==> src/rtl/shift_delay_ctrl.sv <==
`default_nettype none
// ============================================================================
//  Module   : shift_delay_ctrl
//  Purpose  : Sequencer for a variable-tap shift-register delay line. Issues
//             shift enables and the active tap count, tracks how many samples
//             have entered the line since the last flush/reset, and raises an
//             output-valid that lines up with the delayed tap output. Applies
//             valid/ready backpressure on both sides. No data passes through.
//  Ports    : i_clk/i_rst        clock, synchronous active-high reset
//             i_enable           0 parks the sequencer in IDLE (fill kept)
//             i_flush            discard line contents (fill -> 0)
//             i_cfg_*/o_cfg_*    tap-count reconfiguration handshake + error
//             i_in_valid/o_in_ready   sample source handshake
//             o_shift_en/o_shift_taps drive the delay line
//             o_out_valid/i_out_ready consumer handshake
//             o_fill             shifts since flush/reset, saturating
//  Revision : 1.0  initial release
// ============================================================================
module shift_delay_ctrl #(
    parameter int DEEP_BIT     = 4,
    parameter int DEFAULT_TAPS = 8
) (
    input  logic                i_clk,
    input  logic                i_rst,
    input  logic                i_enable,
    input  logic                i_flush,
    input  logic                i_cfg_valid,
    input  logic [DEEP_BIT-1:0] i_cfg_taps,
    output logic                o_cfg_ready,
    output logic                o_cfg_err,
    input  logic                i_in_valid,
    output logic                o_in_ready,
    output logic                o_shift_en,
    output logic [DEEP_BIT-1:0] o_shift_taps,
    output logic                o_out_valid,
    input  logic                i_out_ready,
    output logic [DEEP_BIT-1:0] o_fill
);

    localparam logic [DEEP_BIT-1:0] c_default_taps = DEEP_BIT'(DEFAULT_TAPS);
    localparam logic [DEEP_BIT-1:0] c_fill_max     = '1;

    typedef enum logic [1:0] {
        S_IDLE = 2'd0,
        S_FILL = 2'd1,
        S_RUN  = 2'd2
    } state_t;

    state_t              r_state;
    state_t              w_state_next;
    logic [DEEP_BIT-1:0] r_taps;
    logic [DEEP_BIT-1:0] w_taps_next;
    logic [DEEP_BIT-1:0] r_fill;
    logic [DEEP_BIT-1:0] w_fill_next;
    logic                r_out_valid;
    logic                w_out_valid_next;
    logic                r_cfg_err;
    logic                w_cfg_err_next;

    logic                w_cfg_ready;
    logic                w_cfg_acc;
    logic                w_in_ready;
    logic                w_shift;

    // Retuning is only allowed while no delayed sample is waiting, so the
    // tap count can never change under a sample that is being presented.
    assign w_cfg_ready = ~i_rst & ~i_flush & ~r_out_valid;
    assign w_cfg_acc   = i_cfg_valid & w_cfg_ready;

    // Reset and flush both win over a shift; a config accept also takes the
    // cycle. A pending output must drain (or drain this cycle) before the
    // line advances, otherwise the presented tap value would be overwritten.
    assign w_in_ready  = ~i_rst & i_enable & (r_state != S_IDLE) & ~i_flush
                       & ~w_cfg_acc & (~r_out_valid | i_out_ready);
    assign w_shift     = i_in_valid & w_in_ready;

    always_comb begin
        w_taps_next      = r_taps;
        w_fill_next      = r_fill;
        w_out_valid_next = r_out_valid;
        w_cfg_err_next   = 1'b0;
        w_state_next     = r_state;

        if (i_flush) begin
            w_fill_next      = '0;
            w_out_valid_next = 1'b0;
        end else begin
            if (w_cfg_acc) begin
                if (i_cfg_taps != '0) begin
                    w_taps_next = i_cfg_taps;
                end else begin
                    w_cfg_err_next = 1'b1;
                end
            end

            if (w_shift && (r_fill != c_fill_max)) begin
                w_fill_next = r_fill + 1'b1;
            end

            // Once taps samples are in, every shift puts a fresh delayed
            // sample on the tap; otherwise a consumed sample is retired.
            if (w_shift && (w_fill_next >= w_taps_next)) begin
                w_out_valid_next = 1'b1;
            end else if (i_out_ready) begin
                w_out_valid_next = 1'b0;
            end
        end

        // FILL/RUN simply reflect whether the line already holds taps
        // samples after this cycle's updates (flush, retune, shift).
        if (!i_enable) begin
            w_state_next = S_IDLE;
        end else if (w_fill_next >= w_taps_next) begin
            w_state_next = S_RUN;
        end else begin
            w_state_next = S_FILL;
        end
    end

    always_ff @(posedge i_clk) begin
        if (i_rst) begin
            r_state     <= S_IDLE;
            r_taps      <= c_default_taps;
            r_fill      <= '0;
            r_out_valid <= 1'b0;
            r_cfg_err   <= 1'b0;
        end else begin
            r_state     <= w_state_next;
            r_taps      <= w_taps_next;
            r_fill      <= w_fill_next;
            r_out_valid <= w_out_valid_next;
            r_cfg_err   <= w_cfg_err_next;
        end
    end

    assign o_cfg_ready  = w_cfg_ready;
    assign o_cfg_err    = r_cfg_err;
    assign o_in_ready   = w_in_ready;
    assign o_shift_en   = w_shift;
    assign o_shift_taps = r_taps;
    assign o_out_valid  = r_out_valid;
    assign o_fill       = r_fill;

endmodule
`default_nettype wire

==> config.mk <==
export PLATFORM = sky130hd
export DESIGN_NAME = shift_delay_ctrl
export DESIGN_NICKNAME = d
export VERILOG_FILES = /design/src/rtl/shift_delay_ctrl.sv
export SDC_FILE = /design/constraint.sdc
export NUM_CORES = 1
export LEC_CHECK = 0
export ABC_CLOCK_PERIOD_IN_PS = 7600
export CORE_MARGIN = 10
export CORE_UTILIZATION = 49
export CTS_CLUSTER_SIZE = 28
export DETAILED_ROUTE_END_ITERATION = 6
export HOLD_SLACK_MARGIN = 0.06
export PLACE_DENSITY = 0.92
export SYNTH_ARGS = -nofsm -noshare
export SYNTH_HDL_FRONTEND = slang
export SYNTH_SLANG_ARGS = --single-unit
==> constraint.sdc <==
create_clock -name i_clk -period 7.6 [get_ports i_clk]
set_input_delay 1.52 -clock i_clk [delete_from_list [all_inputs] [get_ports i_clk]]
set_output_delay 1.52 -clock i_clk [all_outputs]
set_load 0.01 [all_outputs]
==> results.sh, run 1 <==
export IMPL_grt_max_degree=15
export IMPL_finalSetupTns_ps=0
export IMPL_dieArea_um2=3630
export IMPL_antenna_cells=0
export IMPL_netlist_instances=90
export IMPL_clock_sinks=12
export IMPL_period_minus_slack_ps=5420
export IMPL_globalplace_congestion=0.888
export IMPL_period_share_pct=71.3
export IMPL_first_pass_iters=4
export IMPL_netlist_area_leader_share_pct=30.3
export IMPL_tightest_slew_ps=990
export IMPL_grt_pass1_wl_um=3370
export IMPL_route_detailed_drc=0
export IMPL_wl_um=2080
export IMPL_max_freq_mhz=184
export IMPL_chipHeight_um=60.2
export IMPL_slowest_stage="nor4b_2"
export IMPL_cp_top_family="simple AND/OR/NAND/NOR gates"
export IMPL_path_class="input port to primary output"
export IMPL_cap_viol_max_count=0
export IMPL_critPathCaptureType="primary output"
export IMPL_drtIter0Drc=19
export IMPL_htree_levels=1
export IMPL_placed_area_um2=1030
export IMPL_finalPower_w=0.000127
export IMPL_ir_drop_uv=94.8
export IMPL_placementRows=14
export IMPL_syn_avg_cell_area_um2=8.81
export IMPL_routed_via_density=6.06
export IMPL_cts_tree="built"
export IMPL_die_width_um=60.2
export IMPL_ys_flop_type="dfxtp_1"
export IMPL_status="finished clean"
export IMPL_root_buffer="clkbuf_4"
export IMPL_ys_async_sr_fraction_pct=0
export IMPL_path_clk_slew_ps=70
export IMPL_wl_per_cell_um=16.1
export IMPL_synth_fp_nets=110
export IMPL_slowest_delay_ps=870
export IMPL_worstPathArrival_ps=3900
export IMPL_yosys_area_top_type="dfxtp_1"
export IMPL_p_per_area_nw_per_um2=121
export IMPL_ys_top_cells_by_area="dfxtp_1 (30%), ha_1 (14%), a22oi_1 (5.7%)"
export IMPL_cts_setup_buffers=0
export IMPL_hold_viol=0
export IMPL_num_vias=782
export IMPL_fin_nets=135
export IMPL_worstPathRequired_ps=6080
export IMPL_worst_setup_path_start_kind="input port"
export IMPL_area_delta_synth_final_pct=32.6
export IMPL_clock_latency_ps=280
export IMPL_finClkSkew_ps=4.08
export IMPL_syn_area_um2=793
export IMPL_grt_pass1_vias=761
export IMPL_hold_path_class="flop to flop"
export IMPL_ys_seq_area_share_pct=30.3
export IMPL_slew_violations=0
export IMPL_crit_top_cell="clkdlybuf4s50_1"
export IMPL_final_area_um2=1050
export IMPL_path_cells="clkdlybuf4s50_1, nor4b_2, or4_1, inv_1, clkdlybuf4s50_1"
export IMPL_numCtsBuffers=3
export IMPL_grt_setup_unrepaired="false"
export IMPL_core_area_um2=1520
export IMPL_ys_ff_latch=12
export IMPL_yosysUniqueCellTypes=33
export IMPL_cts_hold_buf=0
export IMPL_dp_hpwl_um=1700
export IMPL_start_util_pct=52.1
export IMPL_grt_antenna_before_repair=0
export IMPL_p_leak_nw=0.438
export IMPL_grtUsageTotal_pct=12.1
export IMPL_grt_overflow=0
export IMPL_path_buf_inv=3
export IMPL_ant_nets=0
export IMPL_io_pins=24
export IMPL_finalSetupViolations=0
export IMPL_yosysWarnings=0
export IMPL_layout_drive_gt1_share_pct=7.08
export IMPL_synth_edf_count=0
export IMPL_cts_resized=0
export IMPL_relSlewSlack_pct=33.8
export IMPL_io_buffers=23
export IMPL_cp_max_fo=14
export IMPL_cts_buffer_depth=2
synth_stat cells, types with 2 or more instances:
master and count:
a21oi_1 4, o31ai_1 5, mux2i_1 2, a22oi_1 6, inv_1 4, and3_1 2, nor4b_1 2, dfxtp_1 12
o21ai_0 5, or2_2 2, nand2_1 4, nand2b_1 4, a22o_1 3, nor2_1 7, ha_1 9, nor2b_1 2
kinds of logic (layout without fill, tap and decap cells):
logic type | after synthesis | after routing | synth area share, %
compound gates | 30 | 30 | 26.7
fa+ha+maj | 9 | 9 | 14.2
simple gates | 29 | 29 | 20.8
mux | 2 | 2 | 2.52
xor+xnor | 1 | 1 | 1.10
buf+inv | 7 | 30 | 4.41
flops | 12 | 12 | 30.3
where the power goes:
group / total, W / internal (W) / switching [W]
registers: 0.0000651 / 0.0000642 / 0.000000886
clock network: 0.0000389 / 0.0000184 / 0.0000205
logic: 0.0000230 / 0.0000123 / 0.0000107
routing by layer:
| metal | GRT usage [%] | part of all wire [%] |
|---|---|---|
| met5 | 0 | 0 |
| met4 | 5.77 | 1.3 |
| met3 | 7.42 | 12 |
| met2 | 19.9 | 46 |
| met1 | 11.7 | 41 |
final timing paths:
path	startpoint	slack (ps)	end	depth (start not counted)
setup / recovery	i_rst	2180	o_in_ready	5
setup reg to reg	o_out_valid	4530	r_state[0]	9
hold reg to reg	o_fill[2]	570	o_fill[2]	2
hold / removal	o_fill[2]	570	o_fill[2]	2
state kept, by name (all words and copies together) (netlist names):
signal        cells
r_state           2
o_out_valid       1
o_shift_taps      4
o_fill            4
o_cfg_err         1
through the flow:
step	hold slack [ps]	util (%)	setup WS [ps]	std cells
6_report	571	69.0	2180	129
4_1_cts	572	69.0	2210	129
3_5_place_dp	548	67.6	2190	126
3_3_place_gp	539	67.6	2310	126
5_1_grt	612	69.0	1960	129
2_1_floorplan	541	-	3550	90
layout by cell type, fill, tap and decap left out, types with 4 or more instances in the layout:
| master | instances |
|---|---|
| a21oi_1 | 4 |
| a22oi_1 | 6 |
| clkdlybuf4s50_1 | 23 |
| dfxtp_1 | 12 |
| ha_1 | 9 |
| inv_1 | 4 |
| nand2_1 | 4 |
| nand2b_1 | 4 |
| nor2_1 | 7 |
| o21ai_0 | 5 |
| o31ai_1 | 5 |
worst register-to-register path, cell delays in order (launching register included):
cell	delay, ps
dfxtp_1	340
nor4b_2	870
or4_1	360
o31a_1	200
o21ai_0	110
ha_1	300
nand2b_1	140
a21o_1	190
a211oi_1	320
o21ba_2	190
layout make-up:
cell class	instances	area, um2
fill	134	472
sequential	12	240
timing repair buffer	23	230
inverter	4	15.0
multi-input combinational	71	524
clock buffer	3	22.5
tap	16	20.0
Power figures use the tool's default switching activity.
==> run 2: changes to the inputs <==
==> config.mk (replaced) <==
export PLATFORM = sky130hd
export DESIGN_NAME = shift_delay_ctrl
export DESIGN_NICKNAME = d
export VERILOG_FILES = /design/src/rtl/shift_delay_ctrl.sv
export SDC_FILE = /design/constraint.sdc
export NUM_CORES = 1
export LEC_CHECK = 0
export ABC_CLOCK_PERIOD_IN_PS = 4710
export CORE_MARGIN = 10
export CORE_UTILIZATION = 41
export CTS_CLUSTER_SIZE = 28
export DETAILED_ROUTE_END_ITERATION = 6
export HOLD_SLACK_MARGIN = 0.06
export PLACE_DENSITY = 0.83
export SYNTH_ARGS = -nofsm -noshare
export SYNTH_HDL_FRONTEND = slang
export SYNTH_SLANG_ARGS = --single-unit
==> constraint.sdc (replaced) <==
create_clock -name i_clk -period 4.71 [get_ports i_clk]
set_input_delay 0.942 -clock i_clk [delete_from_list [all_inputs] [get_ports i_clk]]
set_output_delay 0.942 -clock i_clk [all_outputs]
set_load 0.01 [all_outputs]
==> results.sh, run 2 (synthesized netlist as in run 1, its figures left out) <==
export IMPL_grt_antenna_before_repair=0
export IMPL_dp_hpwl_um=1710
export IMPL_tightest_slew_ps=424
export IMPL_hold_path_class="flop to flop"
export IMPL_clock_sinks=12
export IMPL_cts_buffer_depth=2
export IMPL_die_width_um=64.0
export IMPL_clock_latency_ps=280
export IMPL_critPathCaptureType="primary output"
export IMPL_ir_drop_uv=178
export IMPL_first_pass_iters=4
export IMPL_finClkSkew_ps=3.12
export IMPL_cp_max_fo=8
export IMPL_max_freq_mhz=249
export IMPL_hold_viol=0
export IMPL_pre_cts_slack_ps=680
export IMPL_p_leak_nw=0.449
export IMPL_grt_pass1_wl_um=3510
export IMPL_antenna_cells=0
export IMPL_setup_ws_ps=688
export IMPL_fin_nets=136
export IMPL_cap_viol_max_count=0
export IMPL_cts_setup_buffers=0
export IMPL_layout_common_cells="clkdlybuf4s50_1 (23), dfxtp_1 (12), ha_1 (9)"
export IMPL_core_area_um2=1780
export IMPL_ant_nets=0
export IMPL_wl_um=2080
export IMPL_worstPathArrival_ps=3080
export IMPL_grt_setup_unrepaired="false"
export IMPL_route_detailed_drc=0
export IMPL_cts_hold_buf=0
export IMPL_start_util_pct=44.5
export IMPL_cts_tree="built"
export IMPL_root_buffer="clkbuf_4"
export IMPL_holdWs_ps=572
export IMPL_slew_violations=0
export IMPL_finalSetupTns_ps=0
export IMPL_path_clk_slew_ps=70
export IMPL_path_class="input port to primary output"
export IMPL_place_inst=136
export IMPL_status="finished clean"
export IMPL_grt_pass1_vias=776
export IMPL_chipHeight_um=64.0
export IMPL_fin_cells=140
export IMPL_routed_via_density=5.59
export IMPL_layout_commonest_cell="clkdlybuf4s50_1"
export IMPL_drtIter0Drc=25
export IMPL_cts_resized=0
export IMPL_grtUsageTotal_pct=10.5
export IMPL_finalSetupViolations=0
export IMPL_relSlewSlack_pct=71.5
export IMPL_grt_max_degree=14
export IMPL_io_buffers=23
export IMPL_num_vias=782
export IMPL_dieArea_um2=4090
export IMPL_globalplace_congestion=0.846
export IMPL_numCtsBuffers=3
export IMPL_worstPathRequired_ps=3770
export IMPL_p_per_area_nw_per_um2=209
export IMPL_area_delta_synth_final_pct=36.0
export IMPL_htree_levels=1
export IMPL_grt_overflow=0
export IMPL_worst_setup_path_start_kind="input port"
export IMPL_wl_per_cell_um=14.8
export IMPL_fillers=167
export IMPL_io_pins=24
export IMPL_period_share_pct=85.4
export IMPL_layout_drive_gt1_share_pct=7.83
export IMPL_placementRows=15
export IMPL_period_minus_slack_ps=4020
## run 2: routing by layer
metal,up-vias,track usage [%],wire length (um)
li1,392,-,-
met4,0,5.46,34
met5,-,0,0
met3,5,5.57,184
met2,24,15.8,892
met1,361,11.8,965
## run 2: stage by stage
stage | instance area [um2] | total power (W) | util [%]
final | 1080 | 0.000225 | 60.5
after global routing | 1080 | 0.000239 | 60.5
after CTS | 1080 | 0.000227 | 60.5
after detailed placement | 1040 | 0.000144 | 58.5
after global placement | 1040 | 0.000143 | 58.5
after floorplan | 793 | 0.000124 | -
## run 2: report_power, final
group | leakage, nW | internal, W | switching (W)
Combinational | 0.330 | 0.0000200 | 0.0000172
Sequential | 0.0973 | 0.000104 | 0.00000129
Clock | 0.0210 | 0.0000471 | 0.0000360
Total | 0.449 | 0.000171 | 0.0000545
## run 2: cell type report
type	instances	area (um2)	area share (%)
flip-flops and latches	12	240	22.3
repair buffers	24	238	22.0
clock buffers	4	36.3	3.36
multi-input cells	71	518	48.0
inverters	4	15.0	1.39
well taps	25	31.3	2.90
## run 2: path summary, 6_finish.rpt
path | from | end | cells past startpoint | slack (ps)
setup / recovery | i_rst | o_shift_en | 5 | 690
hold / removal | o_fill[1] | o_fill[1] | 2 | 570
setup reg to reg | o_out_valid | r_state[0] | 9 | 1880
hold reg to reg | o_fill[1] | o_fill[1] | 2 | 570
## run 2: worst max-delay path, cell delays in order
cell	delay [ps]
clkdlybuf4s50_1	540
nand2b_1	230
or4_1	590
nor2_1	210
clkdlybuf4s50_1	580
==> run 3: changes to the inputs <==
--- a/config.mk
+++ b/config.mk
@@ -10,6 +10,7 @@
 export CORE_UTILIZATION = 41
 export CTS_CLUSTER_SIZE = 28
 export DETAILED_ROUTE_END_ITERATION = 6
+export GPL_TIMING_DRIVEN = 0
 export HOLD_SLACK_MARGIN = 0.06
 export PLACE_DENSITY = 0.83
 export SYNTH_ARGS = -nofsm -noshare
==> results.sh, run 3 (synthesized netlist as in run 1, its figures left out) <==
export IMPL_status="finished clean"
export IMPL_period_minus_slack_ps=4140
export IMPL_finClkSkew_ps=4.04
export IMPL_fin_nets=138
export IMPL_area_delta_synth_final_pct=37.5
export IMPL_cts_tree="built"
export IMPL_slowest_stage="clkdlybuf4s50_1"
export IMPL_finalPower_w=0.000225
export IMPL_crit_top_cell="clkdlybuf4s50_1"
export IMPL_routed_via_density=5.61
export IMPL_dieArea_um2=4090
export IMPL_htree_levels=1
export IMPL_cts_hold_buf=0
export IMPL_placed_area_um2=1050
export IMPL_clock_sinks=12
export IMPL_globalplace_congestion=0.766
export IMPL_grt_pass1_vias=822
export IMPL_grt_overflow=0
export IMPL_wl_um=2060
export IMPL_first_pass_iters=4
export IMPL_drtIter0Drc=16
export IMPL_layout_common_cells="clkdlybuf4s50_1 (23), dfxtp_1 (12), ha_1 (9)"
export IMPL_final_area_um2=1090
export IMPL_relSlewSlack_pct=48.2
export IMPL_slew_violations=0
export IMPL_antenna_cells=0
export IMPL_start_util_pct=44.5
export IMPL_ant_nets=0
export IMPL_grtUsageTotal_pct=10.3
export IMPL_finalSetupTns_ps=0
export IMPL_route_detailed_drc=0
export IMPL_period_share_pct=87.9
export IMPL_cp_top_family="buffers and inverters"
export IMPL_p_per_area_nw_per_um2=207
export IMPL_ir_drop_uv=182
export IMPL_post_route_util_pct=61.2
export IMPL_wl_per_cell_um=14.5
export IMPL_p_leak_nw=0.453
export IMPL_cap_viol_max_count=0
export IMPL_finalSetupViolations=0
export IMPL_pre_cts_slack_ps=474
export IMPL_chipHeight_um=64.0
export IMPL_grt_setup_unrepaired="false"
export IMPL_max_freq_mhz=241
export IMPL_die_width_um=64.0
export IMPL_placementRows=15
export IMPL_layout_drive_gt1_share_pct=8.55
export IMPL_grt_antenna_before_repair=0
export IMPL_io_buffers=23
export IMPL_clock_latency_ps=280
export IMPL_critPathCaptureType="primary output"
export IMPL_fillers=167
export IMPL_hold_viol=0
export IMPL_numCtsBuffers=3
export IMPL_slowest_delay_ps=650
export IMPL_root_buffer="clkbuf_4"
export IMPL_tightest_slew_ps=766
export IMPL_io_pins=24
export IMPL_worstPathRequired_ps=3770
export IMPL_grt_pass1_wl_um=3490
export IMPL_dp_hpwl_um=1700
export IMPL_cp_max_fo=8
export IMPL_hold_path_class="flop to flop"
export IMPL_cts_resized=0
export IMPL_grt_max_degree=11
export IMPL_path_clk_slew_ps=70
export IMPL_num_vias=796
export IMPL_worstPathArrival_ps=3200
export IMPL_cts_setup_buffers=0
export IMPL_path_buf_inv=3
export IMPL_layout_commonest_cell="clkdlybuf4s50_1"
export IMPL_core_area_um2=1780
export IMPL_path_class="input port to primary output"
export IMPL_setup_ws_ps=568
export IMPL_path_cells="clkdlybuf4s50_1, nor4b_1, or4_1, buf_2, nor2_1, clkdlybuf4s50_1"
export IMPL_cts_buffer_depth=2
export IMPL_worst_setup_path_start_kind="input port"
-- run 3: changes by cell type in the layout (fill, tap and decap cells not counted) --
cell      previous run  this run
clkbuf_1             0         1
buf_6                0         1
buf_4                1         0
buf_2                0         1
-- run 3: where the power goes --
part | internal [W] | leakage [nW] | switching, W
clock network | 0.0000470 | 0.0210 | 0.0000363
registers | 0.000104 | 0.0973 | 0.00000134
logic | 0.0000198 | 0.335 | 0.0000173
-- run 3: worst paths after layout --
check	startpoint	endpoint	slack, ps	cells past startpoint
max reg2reg	o_out_valid	r_state[0]	1750	10
min reg2reg	o_fill[3]	o_fill[3]	570	1
min	o_fill[3]	o_fill[3]	570	1
max	i_rst	o_shift_en	570	6
-- run 3: cell type report --
class / count / area [um2] / area share, %
clock buffers: 4 / 36.3 / 3.33
plain buffers: 3 / 20.0 / 1.83
multi-input cells: 71 / 518 / 47.5
repair buffers: 23 / 230 / 21.1
flip-flops and latches: 12 / 240 / 22.0
well taps: 25 / 31.3 / 2.87
inverters: 4 / 15.0 / 1.38
-- run 3: metal layers --
metal  part of all wire (%)  vias to the layer above  GRT usage [%]
li1                       -                      399              -
met1                     43                      358           10.2
met2                     44                       32           17.3
met3                    9.9                        7           4.88
met4                    2.5                        0           6.01
met5                      0                        -              0
-- run 3: stage by stage --
stage / cells / hold slack (ps)
finish: 142 / 569
global route: 142 / 605
CTS: 142 / 570
detailed placement: 138 / 555
global placement: 138 / 529
floorplan: 90 / 541
-- run 3: worst reg2reg max path: stages (launching register included) --
cell and delay (ps):
dfxtp_1 390, nor4b_1 130, or4_1 550, buf_2 170, nor4_1 420, o21ai_0 150
ha_1 300, nand2b_1 140, a21o_1 170, a211oi_1 310, o21ba_2 190
